File: src/rtl/controller_uart1_tx_engine.sv
// UART1 transmit engine: Avalon-MM byte queue feeding an 8N1 serialiser, gated by the ctrl PIO.
// Optional build macro UART_TX_PARITY_EN adds an even-parity bit between data and stop.
module controller_uart1_tx_engine #(
  parameter int FIFO_DEPTH = 16,
  parameter int FIFO_AW    = 4,
  parameter int BAUD_DIV   = 434
) (
  input  logic        clk,
  input  logic        reset_n,
  input  logic [2:0]  address,
  input  logic        chipselect,
  input  logic        write_n,
  input  logic [31:0] writedata,
  output logic [31:0] readdata,
  input  logic [1:0]  ctrl,
  output logic        txd,
  output logic        tx_busy
);

  localparam int BW = (BAUD_DIV > 1) ? $clog2(BAUD_DIV) : 1;

  typedef enum logic [2:0] {S_IDLE, S_START, S_DATA, S_PARITY, S_STOP} state_t;

  logic [7:0]         mem_q [FIFO_DEPTH];
  logic [FIFO_AW-1:0] rd_ptr_q, rd_ptr_d, wr_ptr_q, wr_ptr_d;
  logic [FIFO_AW:0]   count_q, count_d;
  logic               ovf_q, ovf_d;
  state_t             state_q, state_d;
  logic [BW-1:0]      baud_q, baud_d;
  logic [2:0]         bit_q, bit_d;
  logic [7:0]         shift_q, shift_d;

  logic wr, push, ovf_clr, flush, tx_en, empty, full, pop, push_ok, ovf_set, baud_end;
  logic unused_wd;

  assign unused_wd = ^writedata[31:8];
  assign wr        = chipselect & ~write_n;
  assign push      = wr & (address == 3'd0);
  assign ovf_clr   = wr & (address == 3'd1);
  assign tx_en     = ctrl[0];
  assign flush     = ctrl[1];
  assign empty     = (count_q == '0);
  assign full      = (count_q == (FIFO_AW+1)'(FIFO_DEPTH));
  // Flush wins over both a pop and a push in the same cycle.
  assign pop       = (state_q == S_IDLE) & tx_en & ~empty & ~flush;
  assign push_ok   = push & ~flush & (~full | pop);
  assign ovf_set   = push & ~flush & full & ~pop;
  assign baud_end  = (baud_q == BW'(BAUD_DIV - 1));
  assign tx_busy   = (state_q != S_IDLE);

`ifdef UART_TX_PARITY_EN
  localparam logic PAR_FLAG = 1'b1;
  logic par_q, par_d;
`else
  localparam logic PAR_FLAG = 1'b0;
`endif

  always_comb begin
    rd_ptr_d = rd_ptr_q;
    wr_ptr_d = wr_ptr_q;
    count_d  = count_q;
    ovf_d    = ovf_q;
    if (flush) begin
      rd_ptr_d = '0;
      wr_ptr_d = '0;
      count_d  = '0;
    end else begin
      if (push_ok) wr_ptr_d = wr_ptr_q + 1'b1;
      if (pop)     rd_ptr_d = rd_ptr_q + 1'b1;
      count_d = count_q + (FIFO_AW+1)'(push_ok) - (FIFO_AW+1)'(pop);
    end
    if (ovf_clr)      ovf_d = 1'b0;
    else if (ovf_set) ovf_d = 1'b1;
  end

  always_comb begin
    state_d = state_q;
    baud_d  = baud_q;
    bit_d   = bit_q;
    shift_d = shift_q;
    txd     = 1'b1;
`ifdef UART_TX_PARITY_EN
    par_d   = par_q;
`endif
    if (state_q != S_IDLE) baud_d = baud_end ? '0 : baud_q + BW'(1);
    case (state_q)
      S_IDLE: begin
        if (pop) begin
          shift_d = mem_q[rd_ptr_q];
          bit_d   = '0;
          baud_d  = '0;
          state_d = S_START;
`ifdef UART_TX_PARITY_EN
          par_d   = ^mem_q[rd_ptr_q];
`endif
        end
      end
      S_START: begin
        txd = 1'b0;
        if (baud_end) state_d = S_DATA;
      end
      S_DATA: begin
        txd = shift_q[0];
        if (baud_end) begin
          shift_d = {1'b0, shift_q[7:1]};
          bit_d   = bit_q + 3'd1;
`ifdef UART_TX_PARITY_EN
          if (bit_q == 3'd7) state_d = S_PARITY;
`else
          if (bit_q == 3'd7) state_d = S_STOP;
`endif
        end
      end
`ifdef UART_TX_PARITY_EN
      S_PARITY: begin
        txd = par_q;
        if (baud_end) state_d = S_STOP;
      end
`endif
      S_STOP: begin
        txd = 1'b1;
        if (baud_end) state_d = S_IDLE;
      end
      default: state_d = S_IDLE;
    endcase
  end

  always_ff @(posedge clk) begin
    if (!reset_n) begin
      rd_ptr_q <= '0;
      wr_ptr_q <= '0;
      count_q  <= '0;
      ovf_q    <= 1'b0;
      state_q  <= S_IDLE;
      baud_q   <= '0;
      bit_q    <= '0;
      shift_q  <= '0;
`ifdef UART_TX_PARITY_EN
      par_q    <= 1'b0;
`endif
    end else begin
      rd_ptr_q <= rd_ptr_d;
      wr_ptr_q <= wr_ptr_d;
      count_q  <= count_d;
      ovf_q    <= ovf_d;
      state_q  <= state_d;
      baud_q   <= baud_d;
      bit_q    <= bit_d;
      shift_q  <= shift_d;
`ifdef UART_TX_PARITY_EN
      par_q    <= par_d;
`endif
    end
  end

  // Storage needs no reset: pointers and count define what is valid.
  always_ff @(posedge clk) begin
    if (push_ok) mem_q[wr_ptr_q] <= writedata[7:0];
  end

  always_comb begin
    case (address)
      3'd1:    readdata = {26'b0, PAR_FLAG, tx_en, ovf_q, tx_busy, full, empty};
      3'd2:    readdata = {{(31-FIFO_AW){1'b0}}, count_q};
      default: readdata = 32'b0;
    endcase
  end

endmodule
File: config.mk
export PLATFORM = sky130hd
export DESIGN_NAME = controller_uart1_tx_engine
export DESIGN_NICKNAME = d
export VERILOG_FILES = /design/src/rtl/controller_uart1_tx_engine.sv
export SDC_FILE = /design/constraint.sdc
export NUM_CORES = 1
export LEC_CHECK = 0
export ABC_AREA = 0
export BUFFER_PORTS_ARGS = -buffer_cell sky130_fd_sc_hd__buf_2
export CAP_MARGIN = 10
export CORE_ASPECT_RATIO = 1.1
export CORE_MARGIN = 10
export CORE_UTILIZATION = 40
export CTS_CLUSTER_DIAMETER = 120
export DETAILED_ROUTE_END_ITERATION = 16
export GPL_ROUTABILITY_DRIVEN = 1
export PLACE_DENSITY_LB_ADDON = 0.08
export RECOVER_POWER = 50
export SLEW_MARGIN = 20
export SYNTH_ARGS = -nofsm -noshare
export SYNTH_HDL_FRONTEND = slang
export SYNTH_SLANG_ARGS = --single-unit
File: constraint.sdc
create_clock -name clk -period 9.3 [get_ports clk]
set_clock_uncertainty 0.2 [all_clocks]
set_input_delay 1.86 -clock clk [delete_from_list [all_inputs] [get_ports clk]]
set_output_delay 1.86 -clock clk [all_outputs]
set_load 0.01 [all_outputs]
* After elaboration in Yosys (flattened, before gate mapping) *
Memories as Yosys holds them, arrays and structs flattened. A register that Yosys moved wholly into a read port is not among the register bits.
Index checks and enable logic that the tools add are counted.

storage, ports and cells
  bits in registers = 37
  RAM bits = 128
  input port bits = 41
  output and inout port bits = 34
  logic and storage cells = 76
  memories = 1

operators by class
  add/sub/neg operators = 6
  eq/ne operators = 13
  muxes and demuxes = 22
  bitwise operators = 17
  reduce and logical (&&, ||, !) cells = 9

memories
  memory  depth  width  read ports  clocked after Yosys merged registers in  write ports  line  source
  mem_q   16     8      1           1                                        1            24    logic [7:0] mem_q [FIFO_DEPTH];

operators with widths
  operator                                        number
  two-way mux 9 bit                               4
  two-way mux 3 bit                               7
  two-way mux 8 bit                               2
  one-hot mux 8 bit (2 select lines)              1
  one-hot mux 3 bit (4 select lines)              1
  bitwise AND 1 bit                               10
  != test 2 bit (second input constant)           5
  one-hot mux 5 bit (2 select lines)              1
  adder 9 x 1 -> 9 bit (second input constant)    1
  == test 9 bit (second input constant)           1
  adder 4 x 1 -> 4 bit (second input constant)    2
  two-way mux 4 bit                               2
  == test 3 x 1 -> 1 bit (second input constant)  2
  == test 3 x 2 -> 1 bit (second input constant)  2
  == test 3 bit (second input constant)           2
  zero test 3 bit                                 2
  NOT 1 bit                                       6
  one-hot mux 3 bit (2 select lines)              1
  adder 5 x 1 -> 5 bit                            1
  == test 5 bit (second input constant)           1
  zero test 5 bit                                 1
  AND reduction 5 bit                             1
  subtractor 5 x 1 -> 5 bit                       1
  OR reduction 2 bit                              2
  7 further kinds                                 8

* Depth between registers and ports, before layout *
Gate-level depths: netlist of the first run.

  depth in word-level cells = 8
  gate-level depth with buffers = 15
  gate-level depth less buffers = 15

* Worst setup path before layout of the first run *
No wires, ideal clock.

  kind = input-to-output
  start point = input port address[0]
  end point = output port readdata[0]
  arrival = 2.511 ns
  data required time = 7.240 ns
  slack = 4.729 ns
  stages = 5
  path buffers = 0
  cell sequence = nor2b_1 nand2_1 nor2_1 a21oi_1 nor2_1

between the ends
  cells in the longest elaborated chain, start to end = 2
  elaborated cells between the ends (all ways) = 3
  classes of those cells = eq/ne: 2; mux: 1

RTL lines
  item                                                              line  source
  start: declaration                                                10    input logic [2:0] address,
  == test 3 x 2 -> 1 bit or == test 3 x 1 -> 1 bit (tied branches)  162   case (address)
  one-hot mux 5 bit (2 select lines) *                              162
  end: declaration                                                  14    output logic [31:0] readdata,

Every way passes the cells marked *; elsewhere a longest branch is shown, timed or not.

* Worst setup path after layout of the first run *
Same ends and word-level chain as after synthesis.

==> results.json, run 1 <==
{
  "status": "finished clean",
  "async_reset_ff_frac": 0,
  "worst_pin_slew_ns": 0.971,
  "fillers": 1661,
  "drive_gt1_frac": 0.156,
  "num_vias": 4034,
  "finalMaxSlewViolations": 0,
  "synth-edff-count": 128,
  "min_period_ns": 4.85,
  "firstDrtPassIters": 7,
  "synth-seq-cells": 169,
  "clk_latency_ns": 0.42,
  "start_util": 0.410,
  "cpPeakStageDelay_ns": 0.35,
  "cp_max_fo": 6,
  "grt_overflow": 0,
  "vdd_drop_max_mv": 0.128,
  "place_hpwl_um": 10200,
  "finalHoldViolCount": 0,
  "critical_path.cell_chain": "buf_2 -> nor2b_1 -> nand2_1 -> nor2_1 -> a21oi_1 -> nor2_1 -> buf_2",
  "drt-initial-drc-count": 230,
  "drtAntennaViolNets": 0,
  "synth.top_cell.area_share": 0.525,
  "setup_violations": 0,
  "crit_path_top_delay_cell": "nor2b_1",
  "worst_slack_ns": 4.45,
  "hold_buffers": 0,
  "clk_path_buf_depth": 2,
  "die_h_um": 162,
  "grt_pass1_vias": 4152,
  "clock_sinks": 169,
  "maxCapViolations": 0,
  "wl_per_cell_um": 19.2,
  "port_buffers": 23,
  "yosys_warnings": 0,
  "path_clk_slew_ns": 0.06,
  "place_ws_ns": 4.46,
  "core-area_um2": 17900,
  "cts_htree_levels": 4,
  "wirelength_um": 15300,
  "cp.arrival_ns": 2.79,
  "post_cts_buffers": 0,
  "fin_nets": 602,
  "cp.required_ns": 7.24,
  "synth_flop_cell": "edfxtp_1",
  "antenna_found_initial": 0,
  "cts_resized": 0,
  "power.density_nw_per_um2": 193,
  "syn_avg_cell_area_um2": 14.0,
  "gr-usage-all-layers": 0.130,
  "criticalPathCategory": "input port to primary output",
  "ys_top_cells_by_area": "edfxtp_1 (52%), dfxtp_1 (11%), mux4_2 (8.0%)",
  "leakagePower_uw": 0.00260,
  "cts_root_buf": "clkbuf_16",
  "synth_area_um2": 7330,
  "slew_headroom": 0.353,
  "viasPerCell": 5.07,
  "grt_pass1_wl_um": 23900,
  "synthCells": 523,
  "die_x_um": 149,
  "grt_max_degree": 44,
  "gp_congestion": 0.760,
  "dieArea_um2": 24100,
  "yosysMostFrequentCell": "edfxtp_1",
  "area_delta_synth_final_pct": 10.1,
  "cp-end-kind": "primary output",
  "cts_buffers": 17,
  "yosys.area.top_type": "edfxtp_1",
  "ys_seq_area_frac": 0.637,
  "ys_types": 59,
  "synthTopCellsByCount": "edfxtp_1 (128), nor2_1 (45), dfxtp_1 (41)",
  "cts_tree": "done",
  "max_freq_mhz": 206,
  "setup_tns_ns": 0,
  "post-route-drc-count": 0,
  "grt_setup_unrepaired": "false",
  "n_antenna_cell": 0,
  "fin_crit_sh": 0.522,
  "rows": 51,
  "start_kind": "input port",
  "hp-class": "flip-flop to flip-flop",
  "ios": 75
}
==> critical path: cells and delay by family <==
family	cells	cell delay [ns]
and+or+nand+nor	4	0.65
buffers and inverters	2	0.24
AOI/OAI and AO/OA	1	0.05
==> metrics by stage <==
stage	hold WS (ns)	cell area (um^2)	utilization	instances	total power (uW)
3_5_place_dp	0.265	7540	0.422	765	910
6_report	0.278	8070	0.452	796	1560
3_3_place_gp	0.252	7540	0.422	765	908
2_1_floorplan	0.238	7420	-	549	893
4_1_cts	0.278	8090	0.453	796	1570
5_1_grt	0.307	8070	0.452	796	1610
==> path summary, 6_finish.rpt <==
check	start	depth (start not counted)	slack, ns	end
min reg2reg	shift_q[1]	2	0.28	shift_q[1]
max reg2reg	state_q[2]	13	6.06	count_q[4]
min	shift_q[1]	2	0.28	shift_q[1]
max	address[0]	7	4.45	readdata[0]
==> state kept, by name, indices dropped and copies added, names as in the netlist, named ones only <==
| name | cells |
|---|---|
| mem_q | 128 |
| baud_q | 9 |
| shift_q | 8 |
| count_q | 5 |
| rd_ptr_q | 4 |
| wr_ptr_q | 4 |
| bit_q | 3 |
| state_q | 3 |
| ovf_q | 1 |
==> layout make-up <==
cell class                 instances  area (um^2)  share of cell area
clock buffer                      18          429              0.0532
sequential                       169         4670               0.578
clock inverter                    13          118              0.0146
multi-input combinational        313         2360               0.292
inverter                          17         63.8             0.00791
tap                              238          298              0.0369
timing repair buffer              28          139              0.0172
==> report_power, final <==
| part | switching, uW | internal (uW) | total, uW | leakage, uW |
|---|---|---|---|---|
| combinational | 49.5 | 23.2 | 72.7 | 0.000854 |
| sequential | 5.04 | 814 | 819 | 0.00148 |
| clock | 294 | 370 | 664 | 0.000266 |
==> kinds of logic (layout without fill, tap and decap cells) <==
family                     count (synthesis)  count (layout)  synth area share
other                                      1              27          0.000512
DFF                                      169             169             0.637
and+or+nand+nor                          143             143             0.103
muxes                                     37              37            0.0956
xor gates and xnor gates                  10              10            0.0120
adders and majority gates                 15              15            0.0266
buffers and inverters                     67              76            0.0541
AOI/OAI and AO/OA                         81              81            0.0710
==> cells in the final DEF, fill, tap and decap left out, types with 16 or more instances in the layout <==
cell and count:
nor2_1 46, mux4_2 26, clkbuf_16 17, nor3_1 18, conb_1 27, inv_1 16
nor2b_1 16, nand2_1 18, dfxtp_1 39, edfxtp_1 128, o21ai_0 27
==> layer usage <==
layer / vias up / share of wire / track usage
met5: - / 0 / 0
met3: 7 / 0.037 / 0.0270
met4: 0 / 0.0067 / 0.0442
met1: 2007 / 0.45 / 0.169
li1: 1965 / - / -
met2: 55 / 0.51 / 0.211
Note: power is estimated with default switching activity, not from simulation.
==> run 2: changes to the inputs <==
- ABC_AREA: 0 -> 1
- clock period: 9.3 -> 4.1 ns (I/O delays scaled with it)
==> run 2 against run 1 <==
Compared with the run above:
- cell count is 38% higher
- synthesized area rose by 4.8%
- utilization fell by 0.42 points
- total power is 130% higher
==> results.json, run 2 <==
{
  "status": "finished clean",
  "drt-initial-drc-count": 354,
  "ios": 75,
  "highest_layer": "met4",
  "cp_num_cells": 14,
  "cts_htree_levels": 4,
  "cpPeakStageDelay_ns": 0.40,
  "path_clk_slew_ns": 0.06,
  "synth-edff-count": 128,
  "drtAntennaViolNets": 0,
  "setup_violations": 0,
  "rows": 53,
  "yosys.area.top_type": "edfxtp_1",
  "p_seq_frac": 0.517,
  "crit_path_end": "count_q[4]",
  "critical_path.cell_chain": "inv_1 -> ha_1 -> nand4_1 -> nand3_1 -> nor2_1 -> inv_1 -> nand2_1 -> ha_1 -> inv_1 -> fa_1 -> nor3_1 -> a211oi_1 -> o21ai_0 -> a21oi_1",
  "finalHoldViolCount": 0,
  "firstDrtPassIters": 4,
  "finalMaxSlewViolations": 0,
  "antenna_found_initial": 0,
  "largest_reg_flops": 128,
  "ys_top_cells_by_area": "edfxtp_1 (50%), nand2_1 (11%), dfxtp_1 (11%)",
  "area_delta_synth_final_pct": 10.5,
  "cts_root_buf": "clkbuf_16",
  "grt_pass1_wl_um": 28000,
  "syn_avg_cell_area_um2": 9.41,
  "setup_tns_ns": 0,
  "die_x_um": 152,
  "criticalPathCategory": "flip-flop to flip-flop",
  "clkPwrFrac": 0.445,
  "cp-end-kind": "flip-flop",
  "hp-class": "flip-flop to flip-flop",
  "place_hpwl_um": 11500,
  "min_period_ns": 2.86,
  "crit_buf_inv": 3,
  "vdd_drop_max_mv": 0.285,
  "largest_registers": "mem_q (128), baud_q (9), shift_q (8)",
  "cp_max_fo": 7,
  "ys_types": 38,
  "yosysMostFrequentCell": "nand2_1",
  "wl_per_cell_um": 16.1,
  "num_vias": 5330,
  "p_sw_frac": 0.214,
  "power.density_nw_per_um2": 422,
  "synth_flop_cell": "edfxtp_1",
  "clk_latency_ns": 0.43,
  "post-route-util": 0.447,
  "hold_buffers": 0,
  "rrSetupSlack_ns": 1.24,
  "final_cell_mix": "nand2_1 (231), edfxtp_1 (128), inv_1 (101)",
  "grt_overflow": 0,
  "hold_depth": 2,
  "start_kind": "flip-flop",
  "worst_slack_ns": 1.24,
  "final_common_cell": "nand2_1",
  "cts_resized": 0,
  "cp.required_ns": 4.20,
  "place_ws_ns": 0.915,
  "worst_pin_slew_ns": 1.05,
  "maxCapViolations": 0,
  "cts_buffers": 17,
  "wl_met3_um": 910,
  "synthCells": 816,
  "cp.arrival_ns": 2.96,
  "synthTopCellsByCount": "nand2_1 (229), edfxtp_1 (128), inv_1 (99)",
  "crit_top_cell": "inv_1",
  "critPathLaunch": "count_q[2]",
  "core-area_um2": 19000,
  "port_buffers": 23,
  "slew_headroom": 0.300,
  "post-route-drc-count": 0,
  "power_frac_comb": 0.038,
  "top_register": "mem_q",
  "design_area_um2": 8490,
  "die_h_um": 165,
  "synth.top_cell.area_share": 0.500,
  "switchingPower_uw": 768,
  "fin_nets": 893,
  "synth-seq-cells": 169,
  "synth_area_um2": 7680,
  "crit_path_top_delay_cell": "fa_1",
  "viasPerCell": 4.86,
  "grt_pass1_vias": 5220,
  "post_cts_buffers": 0,
  "wirelength_um": 17700,
  "grt_setup_unrepaired": "false",
  "async_reset_ff_frac": 0,
  "dr_wl_met2_um": 8600,
  "gr-usage-all-layers": 0.143,
  "cts_tree": "done",
  "start_util": 0.405,
  "place_area_um2": 7930,
  "met1_length_um": 7760,
  "leakagePower_uw": 0.00348,
  "grt_max_degree": 68,
  "max_freq_mhz": 350,
  "yosys_warnings": 0,
  "dieArea_um2": 25100,
  "fin_crit_sh": 0.698,
  "reg2reg_depth": 14,
  "n_antenna_cell": 0,
  "drive_gt1_frac": 0.0694,
  "timing.rr.end": "count_q[4]",
  "fillers": 1848,
  "p_int_uw": 2810,
  "hold_start": "shift_q[2]",
  "ys_seq_area_frac": 0.607,
  "crit_family": "simple AND/OR/NAND/NOR gates",
  "r2r-start": "count_q[2]",
  "clk_path_buf_depth": 2,
  "clock_sinks": 169,
  "gp_congestion": 0.789
}
-- run 2: worst min-delay path, cell delays in order, from the launching register on --
cell and delay (ns):
dfxtp_1 0.31, nand2_1 0.06, a21oi_1 0.05
-- run 2: metal layers --
layer | vias up | GRT usage
met4 | 0 | 0.0613
met2 | 119 | 0.240
met5 | - | 0
met3 | 28 | 0.0373
li1 | 2661 | -
met1 | 2522 | 0.170
-- run 2: metrics by stage --
| step | instances | total power, uW | hold slack [ns] |
|---|---|---|---|
| after floorplan | 842 | 1990 | 0.233 |
| after global placement | 1065 | 2030 | 0.247 |
| after detailed placement | 1065 | 2030 | 0.257 |
| after CTS | 1097 | 3610 | 0.268 |
| after global routing | 1097 | 3700 | 0.283 |
| final | 1097 | 3580 | 0.266 |
-- run 2: final cells by class --
class                      count  area, um^2  area share
sequential                   169        4670       0.550
multi-input combinational    516        2370       0.280
timing repair buffer          29         145      0.0171
clock buffer                  23         543      0.0640
clock inverter                 9        56.3     0.00663
tap                          247         309      0.0364
inverter                     104         393      0.0463
-- run 2: cell families (layout without fill, tap and decap cells) --
| group | count (synthesis) | after routing | synth area share |
|---|---|---|---|
| AOI/OAI and AO/OA | 65 | 65 | 0.0471 |
| buffers and inverters | 157 | 165 | 0.0932 |
| DFF | 169 | 169 | 0.607 |
| other | 1 | 27 | 0.000488 |
| adders and majority gates | 15 | 15 | 0.0254 |
| xor gates and xnor gates | 3 | 3 | 0.00342 |
| and+or+nand+nor | 406 | 406 | 0.223 |
-- run 2: how the worst min path moves through the flow --
| stage | slack [ns] | endpoint |
|---|---|---|
| final | 0.27 | shift_q[2] |
| after global routing | 0.28 | ovf_q |
| after CTS | 0.27 | shift_q[7] |
| after detailed placement | 0.26 | shift_q[7] |
| after global placement | 0.25 | baud_q[8] |
| after floorplan | 0.23 | ovf_q |
-- run 2: power by group through the flow --
| stage | Combinational, uW | Sequential [uW] | Clock [uW] |
|---|---|---|---|
| floorplan | 105 | 1890 | 0 |
| global placement | 140 | 1890 | 0 |
| detailed placement | 143 | 1890 | 0 |
| CTS | 143 | 1850 | 1620 |
| global route | 157 | 1850 | 1700 |
| finish | 138 | 1850 | 1590 |
==> run 3: changes to the inputs <==
- ABC_AREA: 1 -> 0
- clock period: 4.1 -> 2.5 ns (I/O delays scaled with it)
==> run 3 against run 2 <==
Compared with the run above:
- the flow now finishes with violations (setup timing)
- highest routed layer unchanged
- largest cell class unchanged
- total power increased by 66%
- count of clock-buffer cells in the layout down 6
- critical endpoint is now count_q[2]
- first-iteration DRC count decreased by 35%
- largest power group unchanged
- design area up 3.6%
==> results.json, run 3 (synthesized netlist as in run 1, its figures left out) <==
{
  "status": "complete, but fails checks",
  "violations": "setup timing",
  "die_x_um": 149,
  "vdd_drop_max_mv": 0.495,
  "antenna_found_initial": 0,
  "wirelength_um": 15400,
  "hold_depth": 2,
  "post-route-drc-count": 0,
  "firstDrtPassIters": 5,
  "finalMaxSlewViolations": 0,
  "crit_family": "simple AND/OR/NAND/NOR gates",
  "fin_nets": 654,
  "grt_overflow": 0,
  "port_buffers": 23,
  "critical_path.cell_chain": "buf_2 -> or3b_4 -> or4_4 -> nor2_4 -> nand2_1 -> nand2_1 -> ha_2 -> inv_2 -> fa_2 -> buf_4 -> buf_6 -> xor2_1 -> nor2_1",
  "worst_slack_ns": -0.0907,
  "cp.arrival_ns": 2.68,
  "place_hpwl_um": 10900,
  "min_period_ns": 2.59,
  "viasPerCell": 5.06,
  "grt_max_degree": 26,
  "ios": 75,
  "maxCapViolations": 0,
  "core-area_um2": 17900,
  "crit_buf_inv": 4,
  "start_util": 0.410,
  "gp_congestion": 0.756,
  "leakagePower_uw": 0.00295,
  "design_area_um2": 8790,
  "finalHoldViolCount": 0,
  "criticalPathCategory": "input port to flip-flop",
  "cts_root_buf": "clkbuf_16",
  "top_register": "mem_q",
  "cp-end-kind": "flip-flop",
  "grt_pass1_vias": 4430,
  "cp.required_ns": 2.59,
  "post-route-util": 0.492,
  "die_h_um": 162,
  "clock_sinks": 169,
  "worst_pin_slew_ns": 0.702,
  "final_cell_mix": "edfxtp_1 (128), buf_4 (43), dfxtp_1 (38)",
  "cts_htree_levels": 4,
  "cpPeakStageDelay_ns": 0.47,
  "final_common_cell": "edfxtp_1",
  "grt_pass1_wl_um": 24300,
  "cp_max_fo": 3,
  "place_area_um2": 8140,
  "max_freq_mhz": 386,
  "grt_setup_unrepaired": "true",
  "rows": 51,
  "cts_buffers": 17,
  "dieArea_um2": 24100,
  "crit_top_cell": "nand2_1",
  "cp_num_cells": 13,
  "area_delta_synth_final_pct": 19.9,
  "crit_path_top_delay_cell": "or4_4",
  "wl_per_cell_um": 18.2,
  "fillers": 1570,
  "largest_registers": "mem_q (128), baud_q (9), shift_q (8)",
  "setup_violations": 2,
  "reg2reg_depth": 15,
  "start_kind": "input port",
  "drive_gt1_frac": 0.282,
  "drtAntennaViolNets": 0,
  "power.density_nw_per_um2": 677,
  "num_vias": 4288,
  "setup_tns_ns": -0.173,
  "fin_crit_sh": 1.04,
  "n_antenna_cell": 0,
  "path_clk_slew_ns": 0.06,
  "hp-class": "flip-flop to flip-flop",
  "cts_tree": "done",
  "place_ws_ns": -0.500,
  "largest_reg_flops": 128,
  "clk_latency_ns": 0.42,
  "slew_headroom": 0.532,
  "hold_buffers": 0,
  "gr-usage-all-layers": 0.131,
  "clk_path_buf_depth": 2,
  "drt-initial-drc-count": 231
}
==> run 3: changes by cell type in the layout (fill, tap and decap cells not counted), moves of 13 or more <==
cell	change
nand2_1	-215
buf_4	+38
inv_1	-88
a21oi_1	-19
nor2_1	-29
mux4_2	+26
buf_12	+13
nor2b_1	+16
nand3_1	-82
==> run 3: repair_timing <==
action                     4_1_cts  5_1_grt
setup endpoints to repair        4        3
resized for setup                9        8
pin swaps                        3        6
buffers inserted                 0        4
==> run 3: worst min-delay path, cell delays in order, from the launching register on <==
cell	delay, ns
dfxtp_1	0.31
nand3_1	0.05
o21ai_0	0.07
==> run 3: final timing paths <==
kind / startpoint / to / slack, ns
max: write_n / count_q[2] / -0.09
max reg2reg: count_q[2] / count_q[4] / -0.08
min reg2reg: shift_q[1] / shift_q[1] / 0.27
min: shift_q[1] / shift_q[1] / 0.27
==> run 3: final cells by class <==
| type | instances | area, um^2 | share of cell area |
|---|---|---|---|
| clock buffer | 17 | 425 | 0.0484 |
| clock inverter | 14 | 151 | 0.0172 |
| inverter | 17 | 63.8 | 0.00726 |
| multi-input combinational | 313 | 2480 | 0.282 |
| sequential | 169 | 4670 | 0.531 |
| tap | 238 | 298 | 0.0339 |
| timing repair buffer | 80 | 699 | 0.0796 |
==> run 3: per-stage QoR <==
| stage | hold WS (ns) | cells | total power [uW] |
|---|---|---|---|
| finish | 0.272 | 848 | 5950 |
| floorplan | 0.238 | 549 | 3320 |
| global route | 0.307 | 848 | 6180 |
| detailed placement | 0.259 | 814 | 3430 |
| CTS | 0.252 | 845 | 5990 |
| global placement | 0.253 | 814 | 3430 |
==> run 3: where the power goes <==
part           total [uW]  switching [uW]  internal (uW)
logic                 352             206            145
clock network        2550            1080           1470
registers            3040            14.6           3030
==> run 3: metal layers <==
metal  track usage  vias up  routed length (um)
li1              -     2063                   -
met1         0.158     2150                6790
met2         0.223       62                7820
met3        0.0309       13                 597
met4        0.0446        0                 184
met5             0        -                   0
